**config.mk**
```make
export PLATFORM = sky130hd
export DESIGN_NAME = dma_bus_arbiter
export DESIGN_NICKNAME = d
export VERILOG_FILES = /design/src/rtl/dma_bus_arbiter_pkg.sv /design/src/rtl/dma_bus_arbiter_prio_sel.sv /design/src/rtl/dma_bus_arbiter.sv
export SDC_FILE = /design/constraint.sdc
export NUM_CORES = 1
export LEC_CHECK = 0
export ABC_AREA = 1
export CAP_MARGIN = 20
export CORE_ASPECT_RATIO = 1.4
export CORE_UTILIZATION = 33
export DETAILED_ROUTE_END_ITERATION = 10
export PLACE_DENSITY_LB_ADDON = 0.08
export SLEW_MARGIN = 20
export SYNTH_ARGS = -nofsm -noshare
export SYNTH_HDL_FRONTEND = slang
export SYNTH_HIERARCHICAL = 1
export SYNTH_SLANG_ARGS = --single-unit
```
**constraint.sdc**
```tcl
create_clock -name clk -period 3.8 [get_ports clk]
set_input_delay 0.76 -clock clk [delete_from_list [all_inputs] [get_ports clk]]
set_output_delay 0.76 -clock clk [all_outputs]
set_load 0.05 [all_outputs]
```
**src/rtl/dma_bus_arbiter_pkg.sv**
```systemverilog
// Shared encodings and address constants for the DMA bus arbiter.
// Included by the top and by the priority picker.
package dma_bus_arbiter_pkg;

  typedef enum logic [1:0] {
    OWN_CPU  = 2'd0,
    OWN_HDMA = 2'd1,
    OWN_OAM  = 2'd2
  } owner_t;

  typedef enum logic [1:0] {
    ST_IDLE = 2'd0,
    ST_RD   = 2'd1,
    ST_WR   = 2'd2
  } state_t;

  localparam logic [15:0] HRAM_LO  = 16'hFF80;
  localparam logic [15:0] HRAM_HI  = 16'hFFFE;
  localparam logic [15:0] OAM_BASE = 16'hFE00;

  function automatic logic is_hram(input logic [15:0] addr);
    return (addr >= HRAM_LO) && (addr <= HRAM_HI);
  endfunction

  // The index is not range-checked; the OAM engine owns that.
  function automatic logic [15:0] oam_target(input logic [7:0] idx);
    return {OAM_BASE[15:8], idx};
  endfunction

endpackage

```
**src/rtl/dma_bus_arbiter_prio_sel.sv**
```systemverilog
// Combinational fixed-priority picker between the HDMA and OAM DMA requests.
// hdma_over_oam selects which engine wins when both are asserted.
module dma_prio_sel
  import dma_bus_arbiter_pkg::*;
(
  input  logic   hdma_req,
  input  logic   oam_req,
  input  logic   hdma_over_oam,
  output logic   grant_valid,
  output owner_t grant_owner
);

  // Pick the highest-priority asserted DMA request.
  always_comb begin
    grant_valid = hdma_req | oam_req;
    grant_owner = OWN_CPU;
    if (hdma_req && (hdma_over_oam || !oam_req)) begin
      grant_owner = OWN_HDMA;
    end else if (oam_req) begin
      grant_owner = OWN_OAM;
    end else begin
      grant_owner = OWN_CPU;
    end
  end

endmodule

```
**src/rtl/dma_bus_arbiter.sv**
```systemverilog
// Shares the external/VRAM/WRAM bus between the CPU, HDMA and OAM DMA.
// Each DMA byte is an atomic read / latch / write sequence ending in an ack pulse.
module dma_bus_arbiter
  import dma_bus_arbiter_pkg::*;
#(
  parameter int RD_LAT        = 1,
  parameter int HDMA_OVER_OAM = 1
) (
  input  logic        clk,
  input  logic        reset_n,
  input  logic [15:0] cpu_addr,
  input  logic        cpu_rd,
  input  logic        cpu_wr,
  input  logic [7:0]  cpu_wdata,
  output logic [7:0]  cpu_rdata,
  output logic        cpu_stall,
  output logic        hram_sel,
  input  logic        hdma_req,
  input  logic [15:0] hdma_src,
  input  logic [15:0] hdma_dst,
  output logic        hdma_ack,
  input  logic        oam_req,
  input  logic [15:0] oam_src,
  input  logic [7:0]  oam_idx,
  output logic        oam_ack,
  output logic [15:0] bus_addr,
  output logic        bus_rd,
  output logic        bus_wr,
  output logic [7:0]  bus_wdata,
  input  logic [7:0]  bus_rdata,
  output logic [1:0]  owner
);

  localparam logic [1:0] RD_LAST = 2'(RD_LAT - 1);
  localparam logic       PRIO_HDMA = (HDMA_OVER_OAM != 0);

  state_t      state_r;
  state_t      state_nxt_s;
  owner_t      owner_r;
  owner_t      grant_owner_s;
  logic        grant_valid_s;
  logic [15:0] src_r;
  logic [15:0] dst_r;
  logic [7:0]  data_r;
  logic [1:0]  cnt_r;

  dma_prio_sel u_prio (
    .hdma_req      (hdma_req),
    .oam_req       (oam_req),
    .hdma_over_oam (PRIO_HDMA),
    .grant_valid   (grant_valid_s),
    .grant_owner   (grant_owner_s)
  );

  // State register plus per-byte owner/address/data latches.
  always_ff @(posedge clk or negedge reset_n) begin
    if (!reset_n) begin
      state_r <= ST_IDLE;
      owner_r <= OWN_CPU;
      src_r   <= 16'h0000;
      dst_r   <= 16'h0000;
      data_r  <= 8'h00;
      cnt_r   <= 2'd0;
    end else begin
      state_r <= state_nxt_s;
      case (state_r)
        ST_IDLE: begin
          cnt_r <= 2'd0;
          if (grant_valid_s) begin
            owner_r <= grant_owner_s;
            if (grant_owner_s == OWN_HDMA) begin
              src_r <= hdma_src;
              dst_r <= hdma_dst;
            end else begin
              src_r <= oam_src;
              dst_r <= oam_target(oam_idx);
            end
          end
        end
        ST_RD: begin
          if (cnt_r == RD_LAST) begin
            data_r <= bus_rdata;
          end else begin
            cnt_r <= cnt_r + 2'd1;
          end
        end
        ST_WR:   cnt_r <= 2'd0;
        default: cnt_r <= 2'd0;
      endcase
    end
  end

  // Next-state logic: RD always runs to WR so a started byte cannot be preempted.
  always_comb begin
    state_nxt_s = ST_IDLE;
    case (state_r)
      ST_IDLE: state_nxt_s = grant_valid_s ? ST_RD : ST_IDLE;
      ST_RD:   state_nxt_s = (cnt_r == RD_LAST) ? ST_WR : ST_RD;
      ST_WR:   state_nxt_s = ST_IDLE;
      default: state_nxt_s = ST_IDLE;
    endcase
  end

  // Bus drive and ack decode; the CPU only reaches the bus in an uncontested IDLE.
  always_comb begin
    hram_sel  = is_hram(cpu_addr);
    bus_addr  = 16'h0000;
    bus_rd    = 1'b0;
    bus_wr    = 1'b0;
    bus_wdata = 8'h00;
    hdma_ack  = 1'b0;
    oam_ack   = 1'b0;
    case (state_r)
      ST_IDLE: begin
        if (!grant_valid_s && !hram_sel) begin
          bus_addr  = cpu_addr;
          bus_rd    = cpu_rd;
          bus_wr    = cpu_wr;
          bus_wdata = cpu_wdata;
        end else begin
          bus_addr  = 16'h0000;
          bus_rd    = 1'b0;
          bus_wr    = 1'b0;
          bus_wdata = 8'h00;
        end
      end
      ST_RD: begin
        bus_addr = src_r;
        bus_rd   = 1'b1;
      end
      ST_WR: begin
        bus_addr  = dst_r;
        bus_wr    = 1'b1;
        bus_wdata = data_r;
        hdma_ack  = (owner_r == OWN_HDMA);
        oam_ack   = (owner_r == OWN_OAM);
      end
      default: begin
        bus_addr = 16'h0000;
      end
    endcase
  end

  assign cpu_stall = (cpu_rd | cpu_wr) & ~hram_sel &
                     ((state_r != ST_IDLE) | hdma_req | oam_req);
  assign cpu_rdata = bus_rdata;
  assign owner     = (state_r == ST_IDLE) ? OWN_CPU : owner_r;

endmodule

```
==> results of run 1 <==
==> Yosys cell counts <==
cell and number:
ha_1 1, nand3_1 30, nand3_2 1, buf_1 2
buf_6 3, nor2_8 1, clkbuf_1 5, buf_4 10
nor2_4 2, dfrtp_1 46, nor2_2 2, o21ai_0 43
buf_2 10, nor2_1 57, conb_1 1, a21oi_1 2
inv_1 88, nand2_1 74, inv_2 3, inv_4 1
clkinv_2 1, o22ai_1 40, nor3_1 2
==> critical path, stage by stage <==
cell and delay [ns]:
clkdlybuf4s50_1 0.50, nand2_1 0.06, nor2_1 0.16, nand3_2 0.52, nand3_1 0.30, nand2_1 0.14
buf_12 0.17
==> how the worst max path moves through the flow <==
| stage | from | to | slack (ns) | depth (start not counted) |
|---|---|---|---|---|
| 2_1_floorplan | state_r[0] | hdma_ack | 1.29 | 4 |
| 3_3_place_gp | cpu_addr[9] | bus_addr[14] | 0.46 | 7 |
| 3_5_place_dp | cpu_addr[12] | bus_addr[7] | 0.45 | 7 |
| 4_1_cts | cpu_addr[12] | bus_addr[7] | 0.43 | 7 |
| 5_1_grt | cpu_addr[8] | bus_addr[7] | 0.30 | 7 |
| 6_report | cpu_addr[12] | bus_addr[7] | 0.43 | 7 |
==> stage by stage <==
stage	setup WS, ns	std cells	total power, mW
4_1_cts	0.4330	645	3.772
6_report	0.4305	645	3.737
5_1_grt	0.2994	645	3.981
3_3_place_gp	0.4598	637	3.240
2_1_floorplan	1.285	426	2.265
3_5_place_dp	0.4474	637	3.267
==> layer usage <==
metal	share of wire	up-vias	routed length, µm
met5	0	-	0
met2	0.53	102	4753
met3	0.052	8	462
li1	-	1544	-
met4	0.012	0	106
met1	0.40	1419	3603
==> area by class of cell <==
cell class,count,share of cell area
clock buffer,6,0.02782
inverter,93,0.07615
timing repair buffer,136,0.3494
sequential,46,0.2484
multi-input combinational,257,0.2617
tap,105,0.02836
clock inverter,2,0.008102
==> cell families after synthesis <==
kind of cell	count (synthesis)
AO/OA/AOI/OAI	85
adder cells (fa/ha/maj)	1
buffers and inverters	123
flip-flops	46
other	1
AND/OR/NAND/NOR	169
==> sequential cells by signal, indices dropped and copies added (netlist names) <==
| signal | count |
|---|---|
| dst_r | 16 |
| src_r | 16 |
| data_r | 8 |
| cnt_r | 2 |
| owner_r | 2 |
| state_r | 2 |
==> power groups by stage <==
stage	Combinational, mW	Clock, mW	Sequential [mW]
floorplan	1.47	0	0.794
global placement	2.43	0	0.805
CTS	2.46	0.505	0.805
global route	2.63	0.521	0.828
finish	2.44	0.495	0.805
detailed placement	2.45	0	0.813
==> results_dict.tcl, run 1 <==
set metrics [dict create \
    clk_pin_slew_ns 0.06 \
    timing.slew.headroom 0.3516 \
    synthCells 425 \
    synthAdderAreaFrac 0.004318 \
    ys_seq_area_frac 0.3972 \
    met3_usage 0.03065 \
    power_density_nw_per_um2 806.5 \
    portBuffers 133 \
    min_period_ns 3.370 \
    postCtsSetupBuffers 0 \
    fmaxAchievable_mhz 296.8 \
    crit_fanout 28 \
    internal_power_mw 2.017 \
    clkPwrFrac 0.132 \
    p_switching_mw 1.719 \
    syn_area_um2 2898 \
    drt_iter0_drc 115 \
    wl_per_cell_um 13.84 \
    worstReg2RegEnd "src_r[12]" \
    die_h_um 112.9 \
    skew_ns 0.004823 \
    ios 134 \
    yosys.area_share.simple 0.2474 \
    first_global_vias 2957 \
    stdcell_area_um2 4633 \
    design.core.area_um2 8558 \
    finalSetupViolCount 0 \
    met1_usage 0.2354 \
    synthXorXnorAreaFrac 0 \
    slew_violations 0 \
    num_rows 40 \
    peakVddDrop_mv 0.4690 \
    hold_ws_ns 0.4676 \
    start_util 0.3386 \
    r2r_slack_ns 1.98 \
    cts-root-buf "clkbuf_16" \
    place.gp.congestion 0.7799 \
    worstSetupPathType "input pin to output pin" \
    pwr-share-seq 0.216 \
    synthTopCellsByArea "dfrtp_1, inv_1, nand2_1" \
    setup_tns_ns 0 \
    post-route-period-util 0.8867 \
    ctsHtreeMaxLevel 2 \
    cts_resized 0 \
    drive_gt1_frac 0.09259 \
    grt-busiest-layer "met2" \
    pwr-share-comb 0.652 \
    cts_hold_buf 0 \
    syn_area_per_cell_um2 6.818 \
    syn2layout_area_growth_pct 59.89 \
    overflow 0 \
    startpoint_type "input pin" \
    outcome "complete, no violations" \
    ff2ff_path_depth 5 \
    synth.largest_area_cell "dfrtp_1" \
    p_sw_frac 0.4601 \
    drt-total-wl_um 8925 \
    cts-buffers-inserted 5 \
    drc_errors 0 \
    grt_max_degree 67 \
    layout_commonest_cell "clkdlybuf4s50_1" \
    routed_via_density 4.764 \
    ys_ff_latch 46 \
    cap_violations 0 \
    fp.dieW_um 81.20 \
    use_met2 0.3815 \
    regArea_um2 1151 \
    rsz0062_at_grt "no" \
    ys_warn_count 6 \
    drtPass1Iterations 4 \
    antenna_found_initial 0 \
    antenna_cells 0 \
    clock_latency_ns 0.29 \
    cts_max_path_buffers 2 \
    worstPathArrival_ns 2.61 \
    synth_compound_area_frac 0.1641 \
    mostFrequentLayoutCells "clkdlybuf4s50_1, inv_1, nand2_1, nor2_1, dfrtp_1" \
    multiInputGateArea_um2 1212 \
    dpl-instance-area_um2 4464 \
    synth_top_family_by_area "simple AND/OR/NAND/NOR gates" \
    utilization 0.5414 \
    via_count 3073 \
    muxShareOfSynthArea 0 \
    synth_top_area_frac 0.3972 \
    tightest_slew_ns 0.9716 \
    leakage_nw 2.252 \
    hold_class "input pin to async pin" \
    endpoint_kind "output pin" \
    grt_pass1_wl_um 14270 \
    antenna_left 0 \
    cts_tree "yes" \
    yosysUniqueCellTypes 23 \
    hold_viol_final 0 \
    cp.required_ns 3.04 \
    die-area_um2 9165 \
    num-fill-cells 851 \
    nNetsFinal 634 \
    worstReg2RegStart "state_r[1]" \
    grt_usage 0.2044 \
    hpwl_um 6472 \
    cts.sinks 46 \
]
Power figures use the tool's default switching activity.
==> inputs of run 2 (changes only) <==
--- a/config.mk
+++ b/config.mk
@@ -5,10 +5,10 @@
 export SDC_FILE = /design/constraint.sdc
 export NUM_CORES = 1
 export LEC_CHECK = 0
-export ABC_AREA = 1
+export ABC_AREA = 0
 export CAP_MARGIN = 20
 export CORE_ASPECT_RATIO = 1.4
-export CORE_UTILIZATION = 33
+export CORE_UTILIZATION = 43
 export DETAILED_ROUTE_END_ITERATION = 10
 export PLACE_DENSITY_LB_ADDON = 0.08
 export SLEW_MARGIN = 20
==> results_dict.tcl, run 2 <==
set metrics [dict create \
    outcome "complete, no violations" \
    num_rows 32 \
    grt_usage 0.2376 \
    worstReg2RegEnd "data_r[5]" \
    finalWorstSetupSlack_ns 0.2039 \
    wl_per_cell_um 14.16 \
    slew_violations 0 \
    cts_tree "yes" \
    antenna_left 0 \
    cp.required_ns 3.04 \
    cts-root-buf "clkbuf_8" \
    hold_class "input pin to async pin" \
    antenna_cells 0 \
    clock_latency_ns 0.29 \
    multiInputGateArea_um2 1234 \
    hold_ws_ns 0.4499 \
    die-area_um2 6270 \
    first_global_vias 2457 \
    portBuffers 133 \
    leakage_nw 1.753 \
    overflow 0 \
    rsz0062_at_grt "no" \
    grt_pass1_wl_um 11210 \
    drt-total-wl_um 6785 \
    regArea_um2 1151 \
    finalSetupViolCount 0 \
    min_period_ns 3.596 \
    ios 134 \
    drive_gt1_frac 0.1460 \
    layout_commonest_cell "clkdlybuf4s50_1" \
    worstSetupPathType "input pin to output pin" \
    mostFrequentLayoutCells "clkdlybuf4s50_1, nand2_1, nor2_1, dfrtp_1, buf_4" \
    fp.dieW_um 67.21 \
    synth_flop_cell "dfrtp_1" \
    syn_area_per_cell_um2 8.767 \
    antenna_found_initial 0 \
    r2r_slack_ns 1.87 \
    routed_via_density 5.146 \
    place_ws_ns 0.1920 \
    timing.slew.headroom 0.4278 \
    die_h_um 93.30 \
    ff2ff_path_depth 4 \
    syn2layout_area_growth_pct 52.05 \
    cts_resized 0 \
    worstReg2RegStart "state_r[0]" \
    stdcell_area_um2 3892 \
    dpl-instance-area_um2 3799 \
    cap_violations 0 \
    ys_ff_latch 46 \
    via_count 2465 \
    design.core.area_um2 5605 \
    setup_tns_ns 0 \
    hpwl_um 5261 \
    worstPathArrival_ns 2.84 \
    yosysUniqueCellTypes 32 \
    power_density_nw_per_um2 784.8 \
    clk_pin_slew_ns 0.08 \
    ys_warn_count 6 \
    ys_seq_area_frac 0.4497 \
    fmaxAchievable_mhz 278.1 \
    skew_ns 0.004717 \
    tightest_slew_ns 0.8545 \
    drt_iter0_drc 71 \
    cts_max_path_buffers 2 \
    drc_errors 0 \
    place.gp.congestion 0.7505 \
    endpoint_kind "output pin" \
    synthTopCellsByArea "dfrtp_1, nand2_1, nor2_1" \
    synth_edf_count 0 \
    cts-buffers-inserted 5 \
    synth_top_area_frac 0.4497 \
    crit_fanout 4 \
    peakVddDrop_mv 0.3489 \
    num-fill-cells 505 \
    startpoint_type "input pin" \
    cts_hold_buf 0 \
    grt_max_degree 47 \
    postCtsSetupBuffers 0 \
    cts.sinks 46 \
    synthCells 292 \
    drtPass1Iterations 4 \
    post-route-period-util 0.9464 \
    syn_area_um2 2560 \
    ctsHtreeMaxLevel 2 \
    async_flop_share 1.000 \
    hold_viol_final 0 \
    start_util 0.4567 \
    yosysMostFrequentCell "nand2_1" \
    top_regs "dst_r x16, src_r x16, data_r x8" \
    synthTopCellsByCount "nand2_1, dfrtp_1, nor2_1, a31oi_1, a22o_1" \
    nNetsFinal 505 \
    synth.largest_area_cell "dfrtp_1" \
]
-- run 2: changes by cell type in the layout (fill, tap and decap cells not counted), moves of 11 or more --
cell	change
a21o_1	+16
a22o_1	+19
a31oi_1	+24
buf_12	-27
buf_4	+28
inv_1	-82
nand2_1	-22
nand3_1	-27
nor2_1	-11
o21ai_0	-39
o22ai_1	-40
-- run 2: worst max path at each step --
stage / startpoint / end / cells past startpoint
after floorplan: cpu_addr[8] / bus_rd / 4
after global placement: cpu_addr[8] / bus_wr / 6
after detailed placement: cpu_addr[8] / bus_wr / 6
after CTS: cpu_addr[8] / bus_wr / 6
after global routing: cpu_addr[8] / bus_wr / 6
final: cpu_addr[8] / bus_wr / 6
-- run 2: where the power goes --
| group | total, mW | switching, mW | internal [mW] | leakage, nW |
|---|---|---|---|---|
| Combinational | 1.90 | 1.17 | 0.727 | 1.19 |
| Sequential | 0.856 | 0.144 | 0.711 | 0.517 |
| Clock | 0.302 | 0.155 | 0.147 | 0.0482 |
| Total | 3.05 | 1.47 | 1.59 | 1.75 |
-- run 2: final cells by class --
class	instances	share of cell area
clock inverters	1	0.001286
well taps	68	0.02186
inverters	6	0.005786
clock buffers	7	0.02218
flip-flops and latches	46	0.2957
repair buffers	139	0.3362
multi-input cells	212	0.3169
-- run 2: logic make-up (layout without fill, tap and decap cells) --
kind of cell	Yosys count	in the layout	synth area share
xor+xnor	1	1	0.003422
other cells	1	2	0.001465
compound gates	78	78	0.2234
fa+ha+maj	1	1	0.004887
mux	11	11	0.04790
simple gates	119	119	0.1955
buf+inv	35	153	0.07380
flops	46	46	0.4497
-- run 2: per-stage QoR --
step           instances  power, mW    util
2_1_floorplan        293      2.212       -
3_3_place_gp         471      2.749  0.6777
3_5_place_dp         471      2.780  0.6777
4_1_cts              479      3.083  0.6940
5_1_grt              479      3.250  0.6944
6_report             479      3.055  0.6944
-- run 2: worst max-delay path, cell delays in order --
cell             delay (ns)
clkdlybuf4s50_1        0.48
nand4_1                0.13
or3_4                  0.41
nor2_1                 0.22
o21ai_0                0.12
clkdlybuf4s50_1        0.71
-- run 2: layer usage --
layer	wire length, µm	global-route usage	up-vias
li1	-	-	1236
met1	2788	0.2888	1129
met2	3541	0.4217	98
met3	430	0.04634	2
met4	25	0.05319	0
met5	0	0	-
